<file path="src/rtl/alu_trace_capture.sv">
// ALU execute-trace writer: snoops ALU transactions into a record FIFO and
// serialises each record as 32-bit words on a valid/ready stream.
// Optional macro ALU_TRACE_TIMESTAMP_EN appends a cycle-count word W4.
module alu_trace_capture #(
  parameter int DEPTH  = 8,
  parameter int DROP_W = 16
) (
  input  logic                     clk,
  input  logic                     rst,
  input  logic                     cap_valid,
  input  logic [3:0]               cap_ctrl,
  input  logic [31:0]              cap_a,
  input  logic [31:0]              cap_b,
  input  logic [31:0]              cap_result,
  output logic                     out_valid,
  input  logic                     out_ready,
  output logic [31:0]              out_data,
  output logic                     out_last,
  output logic [$clog2(DEPTH):0]   fifo_level,
  output logic [DROP_W-1:0]        drop_cnt
);

  localparam int AW = $clog2(DEPTH);
  localparam logic [AW:0] LVL_FULL = (AW+1)'(DEPTH);

  localparam logic [2:0] ST_IDLE = 3'd0;
  localparam logic [2:0] ST_W0   = 3'd1;
  localparam logic [2:0] ST_W1   = 3'd2;
  localparam logic [2:0] ST_W2   = 3'd3;
  localparam logic [2:0] ST_W3   = 3'd4;
`ifdef ALU_TRACE_TIMESTAMP_EN
  localparam logic [2:0] ST_W4   = 3'd5;
  localparam logic [2:0] ST_LAST = ST_W4;
`else
  localparam logic [2:0] ST_LAST = ST_W3;
`endif

  typedef struct packed {
    logic [31:0] w0;
    logic [31:0] a;
    logic [31:0] b;
    logic [31:0] result;
`ifdef ALU_TRACE_TIMESTAMP_EN
    logic [31:0] ts;
`endif
  } rec_t;

  logic [15:0]   seq;
  logic [AW-1:0] wr_ptr;
  logic [AW-1:0] rd_ptr;
  rec_t          mem [DEPTH];
  rec_t          cap_rec;
  rec_t          hold;
  logic [2:0]    state;
  logic [2:0]    state_nxt;
  logic          push;
  logic          pop;
  logic          accept;
  logic          at_last;

`ifdef ALU_TRACE_TIMESTAMP_EN
  logic [31:0]   cycle_cnt;

  always_ff @(posedge clk or posedge rst) begin
    if (rst) cycle_cnt <= '0;
    else     cycle_cnt <= cycle_cnt + 32'd1;
  end
`endif

  // NOTE: every field gets a value on every pass, so no latch can be inferred.
  always_comb begin
    cap_rec        = '0;
    cap_rec.w0     = {seq, 10'b0, cap_result[31], (cap_result == 32'd0), cap_ctrl};
    cap_rec.a      = cap_a;
    cap_rec.b      = cap_b;
    cap_rec.result = cap_result;
`ifdef ALU_TRACE_TIMESTAMP_EN
    cap_rec.ts     = cycle_cnt;
`endif
  end

  // Admission uses the registered level only: a same-cycle pop never frees room.
  assign accept    = out_valid && out_ready;
  assign at_last   = (state == ST_LAST);
  assign push      = cap_valid && (fifo_level < LVL_FULL);
  assign pop       = (fifo_level != '0) && ((state == ST_IDLE) || (accept && at_last));
  assign state_nxt = state + 3'd1;

  // NOTE: sequential state uses non-blocking assignments so all registers
  // update together at the edge regardless of statement order.
  always_ff @(posedge clk or posedge rst) begin
    if (rst) begin
      seq        <= '0;
      drop_cnt   <= '0;
      wr_ptr     <= '0;
      rd_ptr     <= '0;
      fifo_level <= '0;
    end else begin
      if (cap_valid) seq <= seq + 16'd1;
      if (cap_valid && !push && (drop_cnt != {DROP_W{1'b1}}))
        drop_cnt <= drop_cnt + DROP_W'(1);
      if (push) wr_ptr <= wr_ptr + AW'(1);
      if (pop)  rd_ptr <= rd_ptr + AW'(1);
      case ({push, pop})
        2'b10:   fifo_level <= fifo_level + (AW+1)'(1);
        2'b01:   fifo_level <= fifo_level - (AW+1)'(1);
        default: fifo_level <= fifo_level;
      endcase
    end
  end

  // NOTE: the record storage is not reset; the pointers and level alone decide
  // which entries are live, so stale contents are never observed.
  always_ff @(posedge clk) begin
    if (push) mem[wr_ptr] <= cap_rec;
  end

  function automatic logic [31:0] word_sel(input logic [2:0] st, input rec_t r);
    case (st)
      ST_W1:   word_sel = r.a;
      ST_W2:   word_sel = r.b;
      ST_W3:   word_sel = r.result;
`ifdef ALU_TRACE_TIMESTAMP_EN
      ST_W4:   word_sel = r.ts;
`endif
      default: word_sel = r.w0;
    endcase
  endfunction

  // Serializer: outputs are registered and advance only on acceptance, and the
  // next record is loaded on the same edge the last word goes out (no bubble).
  always_ff @(posedge clk or posedge rst) begin
    if (rst) begin
      state     <= ST_IDLE;
      hold      <= '0;
      out_valid <= 1'b0;
      out_data  <= '0;
      out_last  <= 1'b0;
    end else if (pop) begin
      hold      <= mem[rd_ptr];
      state     <= ST_W0;
      out_valid <= 1'b1;
      out_data  <= mem[rd_ptr].w0;
      out_last  <= 1'b0;
    end else if (accept) begin
      if (at_last) begin
        state     <= ST_IDLE;
        out_valid <= 1'b0;
        out_data  <= '0;
        out_last  <= 1'b0;
      end else begin
        state    <= state_nxt;
        out_data <= word_sel(state_nxt, hold);
        out_last <= (state_nxt == ST_LAST);
      end
    end
  end

endmodule

</file>
<file path="config.mk">
export PLATFORM = sky130hd
export DESIGN_NAME = alu_trace_capture
export DESIGN_NICKNAME = d
export VERILOG_FILES = /design/src/rtl/alu_trace_capture.sv
export SDC_FILE = /design/constraint.sdc
export NUM_CORES = 1
export LEC_CHECK = 0
export ABC_AREA = 1
export CELL_PAD_IN_SITES_DETAIL_PLACEMENT = 1
export CELL_PAD_IN_SITES_GLOBAL_PLACEMENT = 1
export CORE_ASPECT_RATIO = 1.25
export CORE_MARGIN = 10
export CORE_UTILIZATION = 45
export CTS_CLUSTER_DIAMETER = 40
export DETAILED_ROUTE_END_ITERATION = 10
export PLACE_DENSITY = 0.78
export RECOVER_POWER = 100
export SYNTH_ARGS = -nofsm -noshare
export SYNTH_HDL_FRONTEND = slang
export SYNTH_SLANG_ARGS = --single-unit
</file>
<file path="constraint.sdc">
create_clock -name clk -period 19.6 [get_ports clk]
set_clock_uncertainty 0.1 [all_clocks]
set_input_delay 1.96 -clock clk [delete_from_list [all_inputs] [get_ports clk]]
set_output_delay 1.96 -clock clk [all_outputs]
set_load 0.01 [all_outputs]
</file>
==> metrics.txt <==
# TYPE chip_impl_metric gauge
chip_impl_metric{name="synthMuxAreaShare",unit=""} 0
chip_impl_info{name="r2r_end",value="mem[2][66]$_DFFE_PP_"} 1
chip_impl_metric{name="post_synth_xor_area_fraction",unit=""} 0.006983
chip_impl_info{name="crit_path_cell_trace",value="dlygate4sd3_1, clkinvlp_2, clkbuf_1, clkbuf_1"} 1
chip_impl_metric{name="groute.usage.overall",unit=""} 0.2352
chip_impl_info{name="setup.worst_path.start_class",value="input pin"} 1
chip_impl_metric{name="antenna_found_initial",unit=""} 15
chip_impl_info{name="failing_checks",value="capacitance limit, slew limit"} 1
chip_impl_metric{name="critical_path.max_fanout",unit=""} 89
chip_impl_metric{name="syn_inst",unit=""} 3664
chip_impl_metric{name="grt_first_pass_wirelength",unit="um"} 204100
chip_impl_metric{name="cts_buffers",unit=""} 135
chip_impl_metric{name="detailed_placer_s_ending_hpwl",unit="um"} 75300
chip_impl_metric{name="place.gp.congestion",unit=""} 0.7900
chip_impl_info{name="worstReg2RegStart",value="fifo_level[3]$_DFFE_PP0P_"} 1
chip_impl_metric{name="drt_pre_antenna_iters",unit=""} 5
chip_impl_metric{name="detailroute.via_count",unit=""} 30650
chip_impl_metric{name="p_sw_frac",unit=""} 0.2150
chip_impl_metric{name="placement.cell_area",unit="um^2"} 47630
chip_impl_metric{name="maxClockFrequency",unit="GHz"} 0.08933
chip_impl_metric{name="detail_route.iter0.violations",unit=""} 3202
chip_impl_metric{name="clock_insertion_delay_worst_skew",unit="ns"} 0.75
chip_impl_metric{name="post_synthesis_compound_gate_area_fraction",unit=""} 0.09192
chip_impl_metric{name="routed_wl",unit="um"} 135000
chip_impl_info{name="hold_path_startpoint",value="hold[95]$_DFFE_PP0P_"} 1
chip_impl_info{name="critical_path.endpoint_type",value="async pin"} 1
chip_impl_metric{name="netlist_area_before_placement",unit="um^2"} 45150
chip_impl_metric{name="maximum_number_of_pins_on_one_net_before_global_route_repair",unit=""} 215
chip_impl_metric{name="p_sw",unit="mW"} 1.155
chip_impl_metric{name="worst_slew_margin_rel",unit=""} -5.050
chip_impl_metric{name="worst-slew-pin-transition",unit="ns"} 9.075
chip_impl_metric{name="synth.distinct_cells",unit=""} 37
chip_impl_metric{name="top_level_ports",unit=""} 158
chip_impl_info{name="cp_slowest_cell",value="sky130_fd_sc_hd__clkbuf_1"} 1
chip_impl_metric{name="min_period_over_period",unit=""} 0.5711
chip_impl_metric{name="drc",unit=""} 0
chip_impl_metric{name="clock_power_share",unit=""} 0.482
chip_impl_metric{name="drv_cap",unit=""} 28
chip_impl_metric{name="critical_path_arrival",unit="ns"} 10.60
chip_impl_metric{name="pwr_density_cell",unit="nW/um^2"} 103.1
chip_impl_metric{name="post-route-min-period",unit="ns"} 11.19
chip_impl_metric{name="setup_tns",unit="ns"} 0
chip_impl_metric{name="synthesis_to_finish_area_growth",unit="%"} 15.45
chip_impl_metric{name="finish.net_count",unit=""} 3880
chip_impl_metric{name="synth.yosys.seq_area_share",unit=""} 0.7311
chip_impl_info{name="outcome",value="finished, violations left"} 1
chip_impl_metric{name="pwr-share-seq",unit=""} 0.498
chip_impl_metric{name="post-cts-setup-buffer-count",unit=""} 0
chip_impl_metric{name="clock_tree.htree_level_count",unit=""} 4
chip_impl_metric{name="slew_violations",unit=""} 1441
chip_impl_metric{name="clkSinkCount",unit=""} 1132
chip_impl_metric{name="hold_depth",unit=""} 2
chip_impl_info{name="rsz0062_at_grt",value="no"} 1
chip_impl_metric{name="final-setup-viol-count",unit=""} 0
chip_impl_metric{name="floorplan.die_area",unit="um^2"} 113500
chip_impl_metric{name="io_buffers",unit=""} 157
chip_impl_metric{name="timing.reg2reg.setup_slack",unit="ns"} 10.43
chip_impl_metric{name="drt-vias-per-instance",unit=""} 5.906
chip_impl_metric{name="synth.ff_latch_count",unit=""} 1132
chip_impl_metric{name="synth_adder_area_share",unit=""} 0.003325
chip_impl_metric{name="grt_pass1_vias",unit=""} 32900
chip_impl_metric{name="num-fill-cells",unit=""} 10050
chip_impl_metric{name="post_synth.cell_area_avg",unit="um^2"} 12.32
chip_impl_metric{name="power_frac_comb",unit=""} 0.020
chip_impl_info{name="holdPathEnd",value="hold[95]$_DFFE_PP0P_"} 1
chip_impl_info{name="most_frequent_cell_on_the_critical_path",value="sky130_fd_sc_hd__clkbuf_1"} 1
chip_impl_info{name="mostFrequentLayoutCells",value="sky130_fd_sc_hd__edfxtp_1 (936), sky130_fd_sc_hd__nor2_1 (600), sky130_fd_sc_hd__nand2_1 (548), sky130_fd_sc_hd__o21ai_0 (486), sky130_fd_sc_hd__nand3_1 (265)"} 1
chip_impl_metric{name="worstRegToRegCells",unit=""} 6
chip_impl_metric{name="clock_path_buffers",unit=""} 3
chip_impl_metric{name="p_leak",unit="nW"} 18.95
chip_impl_metric{name="post_cts.resized_instances",unit=""} 0
chip_impl_metric{name="avgRoutedWirePerCell",unit="um"} 26.02
chip_impl_metric{name="floorplan.rows",unit=""} 129
chip_impl_metric{name="power.ir.vdd_worst",unit="mV"} 0.08995
chip_impl_metric{name="cts_hold_repair.buffers",unit=""} 0
chip_impl_metric{name="die_height",unit="um"} 374.2
chip_impl_metric{name="cellInternalPower",unit="mW"} 4.218
chip_impl_metric{name="chipWidth",unit="um"} 303.3
chip_impl_metric{name="hold_slack",unit="ns"} 0.3806
chip_impl_info{name="ctsRootBufferMaster",value="sky130_fd_sc_hd__clkbuf_16"} 1
chip_impl_metric{name="initial_core_util",unit=""} 0.4549
chip_impl_metric{name="mappedNetlistNets",unit=""} 3780
chip_impl_metric{name="ys.warnings.count",unit=""} 0
chip_impl_metric{name="grt_overflow_total",unit=""} 0
chip_impl_metric{name="fp.coreArea",unit="um^2"} 99260
chip_impl_info{name="hold_path.class",value="reg -> reg"} 1
chip_impl_info{name="final_common_cell",value="sky130_fd_sc_hd__edfxtp_1"} 1
chip_impl_metric{name="finalPower",unit="mW"} 5.373
chip_impl_info{name="crit_type",value="in -> async"} 1
chip_impl_metric{name="ant_nets",unit=""} 0
chip_impl_info{name="synth_top_family_by_area",value="simple AND/OR/NAND/NOR gates"} 1
chip_impl_metric{name="final-hold-violation-count",unit=""} 0
chip_impl_metric{name="fin_util",unit=""} 0.5252
chip_impl_metric{name="cpPeakStageDelay",unit="ns"} 2.71
chip_impl_metric{name="layout-drive-gt1-share",unit=""} 0.06737
chip_impl_info{name="tritoncts",value="built"} 1
chip_impl_metric{name="cts.reportedPaths.clkPinSlew",unit="ns"} 0.06
chip_impl_metric{name="critPathRequiredTime",unit="ns"} 19.00
chip_impl_metric{name="design_area",unit="um^2"} 52130
chip_impl_metric{name="synth_simple_gate_area_frac",unit=""} 0.1317
[synth_stat cells (all sizes together)]
| cell type | instances | area (um^2) |
|---|---|---|
| dfrtp | 196 | 4905 |
| a21oi | 3 | 15.01 |
| xor2 | 26 | 227.7 |
| nor3b | 1 | 7.510 |
| edfxtp | 936 | 28110 |
| or2 | 1 | 6.260 |
| ha | 12 | 150.1 |
| nand3 | 266 | 1336 |
| nor3 | 8 | 45.04 |
| o211ai | 37 | 277.8 |
| buf | 120 | 784.5 |
| clkbuf | 115 | 432.9 |
| o221ai | 153 | 1340 |
| clkinv | 1 | 3.750 |
| nand2 | 552 | 2097 |
| o22ai | 10 | 62.56 |
| nand3b | 1 | 7.510 |
| inv | 95 | 359.1 |
| nand4 | 20 | 125.1 |
| o21ai | 489 | 2455 |
| xnor2 | 10 | 87.58 |
| nor2 | 604 | 2270 |
| nor4 | 8 | 50.05 |
[metrics by stage]
step | cells | worst slack, ns
2_1_floorplan | 3664 | 11.22
3_3_place_gp | 4937 | 13.22
3_5_place_dp | 4937 | 13.09
4_1_cts | 5184 | 13.85
5_1_grt | 5188 | 7.242
6_report | 5190 | 8.406
[sequential cells by signal, indices dropped and copies added, names as in the netlist]
| register | count |
|---|---|
| hold | 117 |
| mem | 936 |
| seq | 16 |
| fifo_level | 4 |
| out_data | 32 |
| wr_ptr | 3 |
| state | 3 |
| drop_cnt | 16 |
| out_valid | 1 |
| out_last | 1 |
| rd_ptr | 3 |
[cells by family after synthesis]
group                    count (synthesis)
buffers and inverters                  331
flip-flops                            1132
XOR/XNOR                                36
adder cells (fa/ha/maj)                 12
AND/OR/NAND/NOR                       1461
AO/OA/AOI/OAI                          692
[area by class of cell]
type	instances	area, um^2	area share
Tap cell	1310	1639	0.03144
Clock inverter	73	939.7	0.01803
Antenna cell	6	15.01	0.0002880
Sequential cell	1132	33020	0.6335
Clock buffer	174	3719	0.07133
Multi-Input combinational cell	2201	10580	0.2030
Timing Repair Buffer	198	1838	0.03526
Inverter	96	375.4	0.007201
[power groups by stage]
stage                     combinational, mW  sequential, mW  clock, mW
after detailed placement              0.117            2.72          0
after global placement                0.111            2.72          0
after global routing                  0.120            2.68       2.72
final                                 0.108            2.67       2.59
after floorplan                      0.0362            2.71          0
after CTS                             0.118            2.68       2.62
[metal layers]
metal	routed length [um]	GRT usage	share of wire	vias up
li1	-	-	-	13370
met2	70050	0.4096	0.52	1110
met1	51780	0.2846	0.38	15880
met3	8291	0.04137	0.061	279
met4	4873	0.09612	0.036	4
met5	23	0	0.00017	-
[how the worst max path moves through the flow]
stage / endpoint / slack, ns / from / depth (start not counted)
final: rd_ptr[0]$_DFFE_PP0P_ / 8.41 / rst / 4
after global routing: rd_ptr[0]$_DFFE_PP0P_ / 7.24 / rst / 4
after CTS: mem[2][82]$_DFFE_PP_ / 13.85 / cap_valid / 8
after detailed placement: mem[2][5]$_DFFE_PP_ / 13.09 / cap_valid / 8
after global placement: mem[2][64]$_DFFE_PP_ / 13.22 / cap_valid / 8
after floorplan: mem[0][0]$_DFFE_PP_ / 11.22 / cap_valid / 6
[critical path, delay by kind of cell]
kind                   cells  cell delay, ns
buffers and inverters      4            8.40
Note: power is estimated with default switching activity, not from simulation.
